<file path="config.mk">
export PLATFORM = sky130hd
export DESIGN_NAME = ps2_kbd_rx
export DESIGN_NICKNAME = d
export VERILOG_FILES = /design/src/rtl/ps2_pkg.sv /design/src/rtl/ps2_event_fifo.sv /design/src/rtl/ps2_kbd_rx.sv
export SDC_FILE = /design/constraint.sdc
export NUM_CORES = 1
export LEC_CHECK = 0
export ABC_AREA = 0
export CAP_MARGIN = 0
export CORE_UTILIZATION = 55
export DETAILED_ROUTE_END_ITERATION = 6
export PLACE_DENSITY_LB_ADDON = 0.05
export SLEW_MARGIN = 20
export SYNTH_ARGS = -nofsm -noshare
export SYNTH_HDL_FRONTEND = slang
export SYNTH_SLANG_ARGS = --single-unit
</file>
<file path="constraint.sdc">
create_clock -name clk -period 3.2 [get_ports clk]
set_input_delay 0.64 -clock clk [delete_from_list [all_inputs] [get_ports clk]]
set_output_delay 0.64 -clock clk [all_outputs]
set_load 0.02 [all_outputs]
</file>
<file path="src/rtl/ps2_pkg.sv">
`default_nettype none
// ============================================================================
//  Module      : ps2_pkg
//  Description : Shared types and constants for the PS/2 keyboard receiver:
//                frame FSM state encoding, prefix/status byte values and the
//                packed key-event record stored in the event queue.
//  Revision    : 1.0 - initial release
// ============================================================================
package ps2_pkg;

   // Frame receiver states, explicit 2-bit encoding
   typedef enum logic [1:0] {
      ST_IDLE   = 2'd0,
      ST_DATA   = 2'd1,
      ST_PARITY = 2'd2,
      ST_STOP   = 2'd3
   } ps2_state_e;

   // Prefix bytes folded into flags, and status bytes passed through as events
   localparam logic [7:0] PS2_EXT    = 8'hE0;
   localparam logic [7:0] PS2_REL    = 8'hF0;
   localparam logic [7:0] PS2_BAT_OK = 8'hAA;
   localparam logic [7:0] PS2_ACK    = 8'hFA;

   // One queued key event: extended flag, release flag, scan code
   typedef struct packed {
      logic       ext;
      logic       rel;
      logic [7:0] code;
   } ps2_event_t;

   // True for bytes that only modify the next event instead of forming one
   function automatic logic is_prefix(input logic [7:0] b);
      return (b == PS2_EXT) || (b == PS2_REL);
   endfunction

endpackage
`default_nettype wire

</file>
<file path="src/rtl/ps2_event_fifo.sv">
`default_nettype none
// ============================================================================
//  Module      : ps2_event_fifo
//  Description : Show-ahead event queue for decoded key events. The head
//                entry is always presented on o_rd_data (zero when empty).
//                A write while full succeeds only if a pop happens in the
//                same cycle; otherwise the caller sees o_full and drops it.
//  Revision    : 1.0 - initial release
// ============================================================================
module ps2_event_fifo
   import ps2_pkg::*;
#(
   parameter int DEPTH = 4
) (
   input  logic       clk,
   input  logic       reset_n,
   input  logic       i_wr_en,
   input  ps2_event_t i_wr_data,
   input  logic       i_rd_en,
   output ps2_event_t o_rd_data,
   output logic       o_full,
   output logic       o_empty
);

   localparam int AW = (DEPTH > 1) ? $clog2(DEPTH) : 1;
   localparam int CW = $clog2(DEPTH + 1);
   localparam logic [CW-1:0] c_depth = CW'(DEPTH);

   ps2_event_t    r_mem [DEPTH];
   logic [AW-1:0] r_wr_ptr;
   logic [AW-1:0] r_rd_ptr;
   logic [CW-1:0] r_count;

   logic w_pop;
   logic w_push;

   assign o_empty = (r_count == '0);
   assign o_full  = (r_count == c_depth);
   assign w_pop   = i_rd_en & ~o_empty;
   // When full, a simultaneous pop frees the slot being written
   assign w_push  = i_wr_en & (~o_full | w_pop);

   // Head is forced to zero when empty so stale storage never leaks out
   assign o_rd_data = o_empty ? '0 : r_mem[r_rd_ptr];

   // Storage array, written on accepted pushes (no reset needed)
   always_ff @(posedge clk) begin
      if (w_push) begin
         r_mem[r_wr_ptr] <= i_wr_data;
      end
   end

   // Pointers and occupancy; depth is a power of two so pointers wrap freely
   always_ff @(posedge clk or negedge reset_n) begin
      if (!reset_n) begin
         r_wr_ptr <= '0;
         r_rd_ptr <= '0;
         r_count  <= '0;
      end else begin
         if (w_push) begin
            r_wr_ptr <= r_wr_ptr + AW'(1);
         end
         if (w_pop) begin
            r_rd_ptr <= r_rd_ptr + AW'(1);
         end
         case ({w_push, w_pop})
            2'b10:   r_count <= r_count + CW'(1);
            2'b01:   r_count <= r_count - CW'(1);
            default: r_count <= r_count;
         endcase
      end
   end

endmodule
`default_nettype wire

</file>
<file path="src/rtl/ps2_kbd_rx.sv">
`default_nettype none
// ============================================================================
//  Module      : ps2_kbd_rx
//  Description : PS/2 keyboard receiver front end. Synchronises and filters
//                the PS/2 clock, assembles 11-bit device-to-host frames,
//                checks start/parity/stop, folds E0/F0 prefixes into flags
//                and queues complete key events behind a valid/ready port.
//  Revision    : 1.0 - initial release
// ============================================================================
module ps2_kbd_rx
   import ps2_pkg::*;
#(
   parameter int FILTER_LEN     = 4,
   parameter int TIMEOUT_CYCLES = 50000,
   parameter int FIFO_DEPTH     = 4
) (
   input  logic       clk,
   input  logic       reset_n,
   input  logic       ps2_kbd_clk,
   input  logic       ps2_kbd_data,
   output logic [7:0] code_out,
   output logic       code_ext,
   output logic       code_rel,
   output logic       code_valid,
   input  logic       code_ready,
   output logic       frame_err,
   output logic       overflow
);

   localparam int FW = $clog2(FILTER_LEN);
   localparam int TW = $clog2(TIMEOUT_CYCLES + 1);
   localparam logic [FW-1:0] c_filt_last = FW'(FILTER_LEN - 1);
   localparam logic [TW-1:0] c_to_max    = TW'(TIMEOUT_CYCLES);

   // Synchronisers
   logic r_clk_meta;
   logic r_clk_sync;
   logic r_dat_meta;
   logic r_dat_sync;

   // Clock filter
   logic          r_filt_clk;
   logic [FW-1:0] r_filt_cnt;
   logic          r_fall;

   // Frame receiver
   ps2_state_e    r_state;
   ps2_state_e    w_state_nxt;
   logic [2:0]    r_bit_cnt;
   logic [7:0]    r_shift;
   logic          r_par;
   logic [TW-1:0] r_to_cnt;

   logic w_bit_clr;
   logic w_shift_en;
   logic w_par_ld;
   logic w_timeout;
   logic w_start_err;
   logic w_frame_end;
   logic w_frame_good;

   // Prefix flags and staged FIFO write
   logic       r_ext_pend;
   logic       r_rel_pend;
   logic       r_frame_err;
   logic       r_wr_en;
   ps2_event_t r_wr_evt;

   // Queue interface
   ps2_event_t w_head;
   logic       w_full;
   logic       w_empty;
   logic       w_drop;

   // Two-flop synchronisers; idle-high reset matches an idle PS/2 bus
   always_ff @(posedge clk or negedge reset_n) begin
      if (!reset_n) begin
         r_clk_meta <= 1'b1;
         r_clk_sync <= 1'b1;
         r_dat_meta <= 1'b1;
         r_dat_sync <= 1'b1;
      end else begin
         r_clk_meta <= ps2_kbd_clk;
         r_clk_sync <= r_clk_meta;
         r_dat_meta <= ps2_kbd_data;
         r_dat_sync <= r_dat_meta;
      end
   end

   // Filtered clock follows the sync'd pin after FILTER_LEN equal samples
   always_ff @(posedge clk or negedge reset_n) begin
      if (!reset_n) begin
         r_filt_clk <= 1'b1;
         r_filt_cnt <= '0;
         r_fall     <= 1'b0;
      end else begin
         r_fall <= 1'b0;
         if (r_clk_sync == r_filt_clk) begin
            r_filt_cnt <= '0;
         end else if (r_filt_cnt == c_filt_last) begin
            r_filt_clk <= r_clk_sync;
            r_filt_cnt <= '0;
            r_fall     <= ~r_clk_sync;
         end else begin
            r_filt_cnt <= r_filt_cnt + FW'(1);
         end
      end
   end

   // Odd parity over data+parity and a high stop bit make a good frame
   assign w_frame_good = r_dat_sync & (^{r_shift, r_par});

   // Frame FSM state register
   always_ff @(posedge clk or negedge reset_n) begin
      if (!reset_n) begin
         r_state <= ST_IDLE;
      end else begin
         r_state <= w_state_nxt;
      end
   end

   // Frame FSM next state and datapath controls; timeout has priority
   always_comb begin
      w_state_nxt = r_state;
      w_bit_clr   = 1'b0;
      w_shift_en  = 1'b0;
      w_par_ld    = 1'b0;
      w_start_err = 1'b0;
      w_frame_end = 1'b0;
      w_timeout   = (r_state != ST_IDLE) && (r_to_cnt == c_to_max);
      if (w_timeout) begin
         w_state_nxt = ST_IDLE;
      end else begin
         case (r_state)
            ST_IDLE: begin
               if (r_fall) begin
                  if (!r_dat_sync) begin
                     w_state_nxt = ST_DATA;
                     w_bit_clr   = 1'b1;
                  end else begin
                     w_start_err = 1'b1;
                  end
               end
            end
            ST_DATA: begin
               if (r_fall) begin
                  w_shift_en = 1'b1;
                  if (r_bit_cnt == 3'd7) begin
                     w_state_nxt = ST_PARITY;
                  end
               end
            end
            ST_PARITY: begin
               if (r_fall) begin
                  w_par_ld    = 1'b1;
                  w_state_nxt = ST_STOP;
               end
            end
            ST_STOP: begin
               if (r_fall) begin
                  w_frame_end = 1'b1;
                  w_state_nxt = ST_IDLE;
               end
            end
            default: w_state_nxt = ST_IDLE;
         endcase
      end
   end

   // Bit counter, LSB-first shift register, parity latch, inter-edge timer
   always_ff @(posedge clk or negedge reset_n) begin
      if (!reset_n) begin
         r_bit_cnt <= '0;
         r_shift   <= '0;
         r_par     <= 1'b0;
         r_to_cnt  <= '0;
      end else begin
         if (w_bit_clr) begin
            r_bit_cnt <= '0;
         end else if (w_shift_en) begin
            r_bit_cnt <= r_bit_cnt + 3'd1;
         end
         if (w_shift_en) begin
            r_shift <= {r_dat_sync, r_shift[7:1]};
         end
         if (w_par_ld) begin
            r_par <= r_dat_sync;
         end
         if ((r_state == ST_IDLE) || r_fall || w_timeout) begin
            r_to_cnt <= '0;
         end else begin
            r_to_cnt <= r_to_cnt + TW'(1);
         end
      end
   end

   // Frame outcome: error pulse, prefix flag tracking, staged event write
   always_ff @(posedge clk or negedge reset_n) begin
      if (!reset_n) begin
         r_frame_err <= 1'b0;
         r_wr_en     <= 1'b0;
         r_wr_evt    <= '0;
         r_ext_pend  <= 1'b0;
         r_rel_pend  <= 1'b0;
      end else begin
         r_frame_err <= w_start_err | w_timeout | (w_frame_end & ~w_frame_good);
         r_wr_en     <= 1'b0;
         if (w_timeout || (w_frame_end && !w_frame_good) || w_drop) begin
            r_ext_pend <= 1'b0;
            r_rel_pend <= 1'b0;
         end else if (w_frame_end) begin
            if (r_shift == PS2_EXT) begin
               r_ext_pend <= 1'b1;
            end else if (r_shift == PS2_REL) begin
               r_rel_pend <= 1'b1;
            end else begin
               r_ext_pend <= 1'b0;
               r_rel_pend <= 1'b0;
            end
         end
         if (w_frame_end && w_frame_good && !is_prefix(r_shift)) begin
            r_wr_en       <= 1'b1;
            r_wr_evt.ext  <= r_ext_pend;
            r_wr_evt.rel  <= r_rel_pend;
            r_wr_evt.code <= r_shift;
         end
      end
   end

   // A staged write is lost only when full and the consumer is not popping
   assign w_drop = r_wr_en & w_full & ~(code_ready & ~w_empty);

   ps2_event_fifo #(
      .DEPTH (FIFO_DEPTH)
   ) u_fifo (
      .clk       (clk),
      .reset_n   (reset_n),
      .i_wr_en   (r_wr_en),
      .i_wr_data (r_wr_evt),
      .i_rd_en   (code_ready),
      .o_rd_data (w_head),
      .o_full    (w_full),
      .o_empty   (w_empty)
   );

   assign code_out   = w_head.code;
   assign code_ext   = w_head.ext;
   assign code_rel   = w_head.rel;
   assign code_valid = ~w_empty;
   assign frame_err  = r_frame_err;
   assign overflow   = w_drop;

endmodule
`default_nettype wire
</file>
==> results.cfg, run 1 <==
[placement]
gp_congestion = 0.715
io_buffers = 17
place_area_um2 = 4620
dp_hpwl_mm = 4.56
dp_slack_ns = 0.363

[synthesis]
synth-seq-area-share_pct = 61.9
synthSimpleGateAreaFrac_pct = 11.2
avgSynthCellArea_um2 = 14.3
synth_flop_cell = dfrtp_1
synth_cells = 304
ys_types = 44
synth_top_family_by_area = multiplexers
synth-edff-count = 40
post_synth_mux_area_share_pct = 11.9
synth-adder-area-share_pct = 4.79
synth_xor_area_share_pct = 5.08
yosysWarnings = 0
synth_seq_cells = 99
synth_compound_area_share_pct = 2.83
synth_fp_nets = 325
async_flop_share_pct = 59.6
syn-cell-area_um2 = 4340

[sta]
rsz0062_at_grt = false
fin_skew_ns = 0.0148
fmax_mhz = 341
slew-limit-headroom_pct = 50.3
finalSetupViolations = 0
worstMarginPinSlew_ns = 0.745
finalCritPeriodShare_pct = 91.7
hold_viol = 0
setup_slack_ns = 0.264
drv_slew = 0
tns_ns = 0
period_minus_slack_ns = 2.94
hold_ws_ns = 0.361

[grt]
grt_max_degree = 60
grt_antenna_before_repair = 0
grt.total_usage_pct = 18.7
overflow = 0
grt_pass1_wl_mm = 11.7
grt_pass1_vias = 2406

[clock_tree]
cts_root_buf = clkbuf_8
cts_resized = 0
cts_buffer_depth = 2
cts_buffers = 9
cts_setup_buffers = 0
clkSinkCount = 99
ctsHoldBuffers = 0
cts_tree = done
clock_latency_ns = 0.37
htree_num_levels = 3
clk_pin_slew_ns = 0.11

[floorplan]
die-area_um2 = 8250
pin_count = 18
start_util_pct = 56.4
fp.dieH_um = 90.8
core_um2 = 7690
die_w_um = 90.8
rows = 32

[pwr]
power_uw = 3110
p_per_area_nw_per_um2 = 648
vdd_drop_max_v = 0.000356
power.leakage_uw = 0.00195

[drt]
post-route-drc-count = 0
first_iter_violations = 96
ant_nets = 0
post_drt_wl_per_cell_um = 15.7
routed_wl_mm = 6.81
vias_per_cell = 5.38
firstDrtPassIters = 4
vias = 2341

[setup_path]
critPathRequiredTime_ns = 2.56
rr_startpoint = r_state[0]
start_kind = flop
path_buf_inv = 2
r2r_end = r_shift[7]
cp.arrival_ns = 2.30
cpPeakStageDelay_ns = 0.53
critPathTopFamily = buffers and inverters
slowest_stage = clkdlybuf4s50_1
criticalPathCategory = flop to output pin
cp_cell_sequence = buf_4 > mux4_2 > and2_1 > clkdlybuf4s50_1
ff2ff_path_depth = 7
cp_max_fo = 9
end_kind = output pin
rrSetupSlack_ns = 0.91

[finish]
synthToLayoutAreaGrowth_pct = 10.6
drive_gt1_share_pct = 14.4
diodes = 0
layout.nets = 349
final_area_um2 = 4800
fill_cells = 607

[min_path]
holdPathStages = 0
hold_path.class = flop to flop
hp-start = r_clk_meta
min_to = r_clk_sync

[outcome]
status = completed

[run]
drv_cap = 0
==> per-stage QoR <==
stage,util (%),cells
finish,62.4,435
global route,62.4,435
CTS,62.4,435
detailed placement,60.1,419
global placement,60.1,419
floorplan,-,304
==> layout make-up <==
| type | instances | area, µm² | area share, % |
|---|---|---|---|
| Inverter | 17 | 63.8 | 1.33 |
| Sequential cell | 99 | 2680 | 55.9 |
| Clock inverter | 6 | 55.1 | 1.15 |
| Timing Repair Buffer | 20 | 188 | 3.91 |
| Tap cell | 102 | 128 | 2.66 |
| Multi-Input combinational cell | 181 | 1550 | 32.4 |
| Clock buffer | 10 | 128 | 2.66 |
==> cell usage in the layout, fill, tap and decap left out, types with 3 or more instances in the layout <==
cell type and instances:
inv_1 15, inv_6 3, o21ai_0 8, and2_1 16, dfrtp_1 54, nand2_1 14, nor2_1 21, nor3_1 4
dfstp_2 5, mux4_2 10, nand4_1 5, or3_1 7, a21oi_1 6, nor4bb_1 3, xnor2_1 11, buf_4 3
clkdlybuf4s50_1 16, nand3_1 6, mux2_4 9, xor2_1 9, edfxtp_1 40, ha_1 15, clkbuf_8 9, mux2_1 10
==> worst reg2reg max path: cells and delay by family, from the launching register on <==
| kind | cells | cell delay (ns) |
|---|---|---|
| flip-flops | 1 | 0.41 |
| multiplexers | 1 | 0.38 |
| adder cells (fa/ha/maj) | 1 | 0.27 |
| buffers and inverters | 2 | 0.29 |
| AND/OR/NAND/NOR | 3 | 0.81 |
==> kinds of logic (layout without fill, tap and decap cells) <==
family / Yosys count / in the layout
and+or+nand+nor: 89 / 89
buffers and inverters: 24 / 53
DFF: 99 / 99
adders and majority gates: 16 / 16
xor gates and xnor gates: 22 / 22
AOI/OAI and AO/OA: 21 / 21
muxes: 33 / 33
==> per-layer routing <==
layer	vias to the layer above	GRT usage, %	part of all wire [%]
met5	-	0	0
met4	0	8.73	1.9
met3	11	2.78	2.0
met2	29	30.6	49
met1	1164	24.7	47
li1	1137	-	-
==> flip-flops by register name (all words and copies together), names as in the netlist, 2 cells and up <==
name             cells
u_fifo.r_mem        40
r_to_cnt            16
r_wr_evt            10
r_shift              8
r_bit_cnt            3
u_fifo.r_count       3
r_filt_cnt           2
r_state              2
u_fifo.r_rd_ptr      2
u_fifo.r_wr_ptr      2
==> worst max path at each step <==
stage	start	to	slack [ns]	cells past startpoint
floorplan	code_ready	u_fifo.r_count[2]	0.92	10
global route	u_fifo.r_rd_ptr[0]	code_out[3]	0.16	4
global placement	code_ready	overflow	0.37	5
detailed placement	code_ready	overflow	0.36	5
CTS	u_fifo.r_rd_ptr[0]	code_rel	0.23	4
finish	u_fifo.r_rd_ptr[0]	code_rel	0.26	4
==> synthesized netlist by cell type (all sizes together) (2+ instances only) <==
cell type  number  area, µm²
a21oi           6       30.0
and2           16        100
and3            2       12.5
buf             3       21.3
clkbuf          4       15.0
dfrtp          54       1350
dfstp           5        131
edfxtp         40       1200
ha             15        188
inv            17       63.8
mux2           20        259
mux2i           3       33.8
mux4           10        225
nand2          14       52.6
nand3           7       40.0
nand4           5       31.3
nor2           21       78.8
nor2b           2       12.5
nor3            4       20.0
nor4b           2       17.5
nor4bb          3       30.0
o211ai          2       15.0
o21ai           9       45.0
o2bb2ai         2       17.5
or3             7       43.8
xnor2          11       96.3
xnor3           2       45.0
xor2            9       78.8
==> where the power goes <==
part | switching [µW] | internal [µW] | total [µW]
clock | 457 | 300 | 757
sequential | 105 | 1410 | 1510
combinational | 428 | 411 | 839
total | 989 | 2120 | 3110
Note: power is estimated with default switching activity, not from simulation.
==> inputs of run 2 (changes only) <==
Settings changed: CAP_MARGIN 0 to 20, SKIP_CTS_REPAIR_TIMING from default to 1.
Clock period 3.2 ns to 3.4 ns, I/O delays scaled along.
==> run 2 against run 1 <==
Compared with the run above: first-iteration DRC count fell by 14%; core utilization fell by 0.13 points; sequential power fell by 6%; cell count fell by 0.23%; clock skew fell by 0.0015 ns; register-to-register slack got worse by 0.08 ns; count of clock-buffer cells in the layout rose by 1; combinational power fell by 5.8%; critical endpoint is now overflow.
==> results.cfg, run 2 (synthesis results as in run 1) <==
[drt]
routed_wl_mm = 6.64
ant_nets = 0
first_iter_violations = 83
vias_per_cell = 5.32
firstDrtPassIters = 4
post-route-drc-count = 0
post_drt_wl_per_cell_um = 15.3
vias = 2311

[finish]
fill_cells = 622
final_cell_mix = dfrtp_1, edfxtp_1, nor2_1, and2_1, clkdlybuf4s50_1
top_register = u_fifo.r_mem
reg_top3 = u_fifo.r_mem: 40 flops, r_to_cnt: 16 flops, r_wr_evt: 10 flops
synthToLayoutAreaGrowth_pct = 10.4
layout_commonest_cell = dfrtp_1
diodes = 0
largest_reg_flops = 40
layout.nets = 348
drive_gt1_share_pct = 13.9

[setup_path]
cp.arrival_ns = 2.23
slowest_stage = clkdlybuf4s50_1
path_buf_inv = 3
start_kind = input port
critPathTopFamily = buffers and inverters
end_kind = output pin
cpPeakStageDelay_ns = 0.59
critPathRequiredTime_ns = 2.72
crit_top_cell = clkdlybuf4s50_1
criticalPathCategory = input port to output pin
cp_cell_sequence = clkdlybuf4s50_1 > nor4b_1 > nand2_1 > inv_1 > clkdlybuf4s50_1
cp_max_fo = 2

[pwr]
power_frac_comb_pct = 27.4
p_per_area_nw_per_um2 = 602
power.leakage_uw = 0.00195
power_uw = 2890
vdd_drop_max_v = 0.000296
p_int_uw = 2000
switching_share_pct = 30.6
p_sw_uw = 884
pwr-share-clk_pct = 23.5
p_seq_share_pct = 49.1

[sta]
drv_slew = 0
hold_viol = 0
fmax_mhz = 344
tns_ns = 0
fin_skew_ns = 0.0133
setup_slack_ns = 0.493
slew-limit-headroom_pct = 50.5
hold_ws_ns = 0.360
finalSetupViolations = 0
rsz0062_at_grt = false
period_minus_slack_ns = 2.91
finalCritPeriodShare_pct = 85.5
worstMarginPinSlew_ns = 0.742

[grt]
grt_antenna_before_repair = 0
overflow = 0
grt_max_degree = 60
grt_pass1_vias = 2298
grt.total_usage_pct = 18.1
grt_pass1_wl_mm = 11.5

[placement]
dp_slack_ns = 0.478
gp_congestion = 0.751
dp_hpwl_mm = 4.54
io_buffers = 17

[floorplan]
core_um2 = 7690
start_util_pct = 56.4
rows = 32
pin_count = 18
die-area_um2 = 8250
die_w_um = 90.8
fp.dieH_um = 90.8

[min_path]
hold_path.class = flop to flop

[outcome]
status = completed

[clock_tree]
clkSinkCount = 99
clk_pin_slew_ns = 0.09
cts_buffers = 9
htree_num_levels = 3
cts_root_buf = clkbuf_8
cts_tree = done
clock_latency_ns = 0.35
cts_buffer_depth = 2

[run]
drv_cap = 0
-- run 2: through the flow --
stage | util [%] | area, µm² | instances
after floorplan | - | 4340 | 304
final | 62.3 | 4790 | 434
after global routing | 62.3 | 4790 | 434
after detailed placement | 60.0 | 4610 | 418
after global placement | 60.0 | 4610 | 418
after CTS | 62.3 | 4790 | 434
-- run 2: power groups by stage --
stage                     Combinational (µW)  Sequential, µW  Clock, µW
after detailed placement                 808            1440          0
after global placement                   789            1440          0
final                                    790            1420        679
after global routing                     881            1430        747
after CTS                                808            1420        697
after floorplan                          563            1410          0
-- run 2: worst reg2reg max path, stage by stage, from the launching register on --
cell and delay, ns:
dfrtp_1 0.40, inv_1 0.10, ha_1 0.28, nor4bb_1 0.31, nand4_1 0.42, and3_1 0.55
mux2_1 0.40
-- run 2: cell type report --
class	instances	area (µm²)	area share, %
clock inverters	5	38.8	0.810
multi-input cells	181	1550	32.4
flip-flops and latches	99	2680	56.0
repair buffers	19	180	3.76
well taps	102	128	2.66
inverters	17	63.8	1.33
clock buffers	11	141	2.95
-- run 2: final timing paths --
check,from,to,slack (ns),cells after the start
worst min-delay path,r_clk_meta,r_clk_sync,0.36,0
worst max-delay path,code_ready,overflow,0.49,5
worst max register to register,r_state[0],r_shift[5],0.83,6
max in group asynchronous,reset_n,r_shift[3],2.44,2
min in group asynchronous,reset_n,u_fifo.r_rd_ptr[1],0.45,2
worst min register to register,r_clk_meta,r_clk_sync,0.36,0
-- run 2: metal layers --
metal | wire length (µm) | part of all wire, % | track usage (%)
met4 | 91 | 1.4 | 7.14
met1 | 3240 | 49 | 24.3
met3 | 111 | 1.7 | 2.78
met2 | 3200 | 48 | 29.9
met5 | 0 | 0 | 0
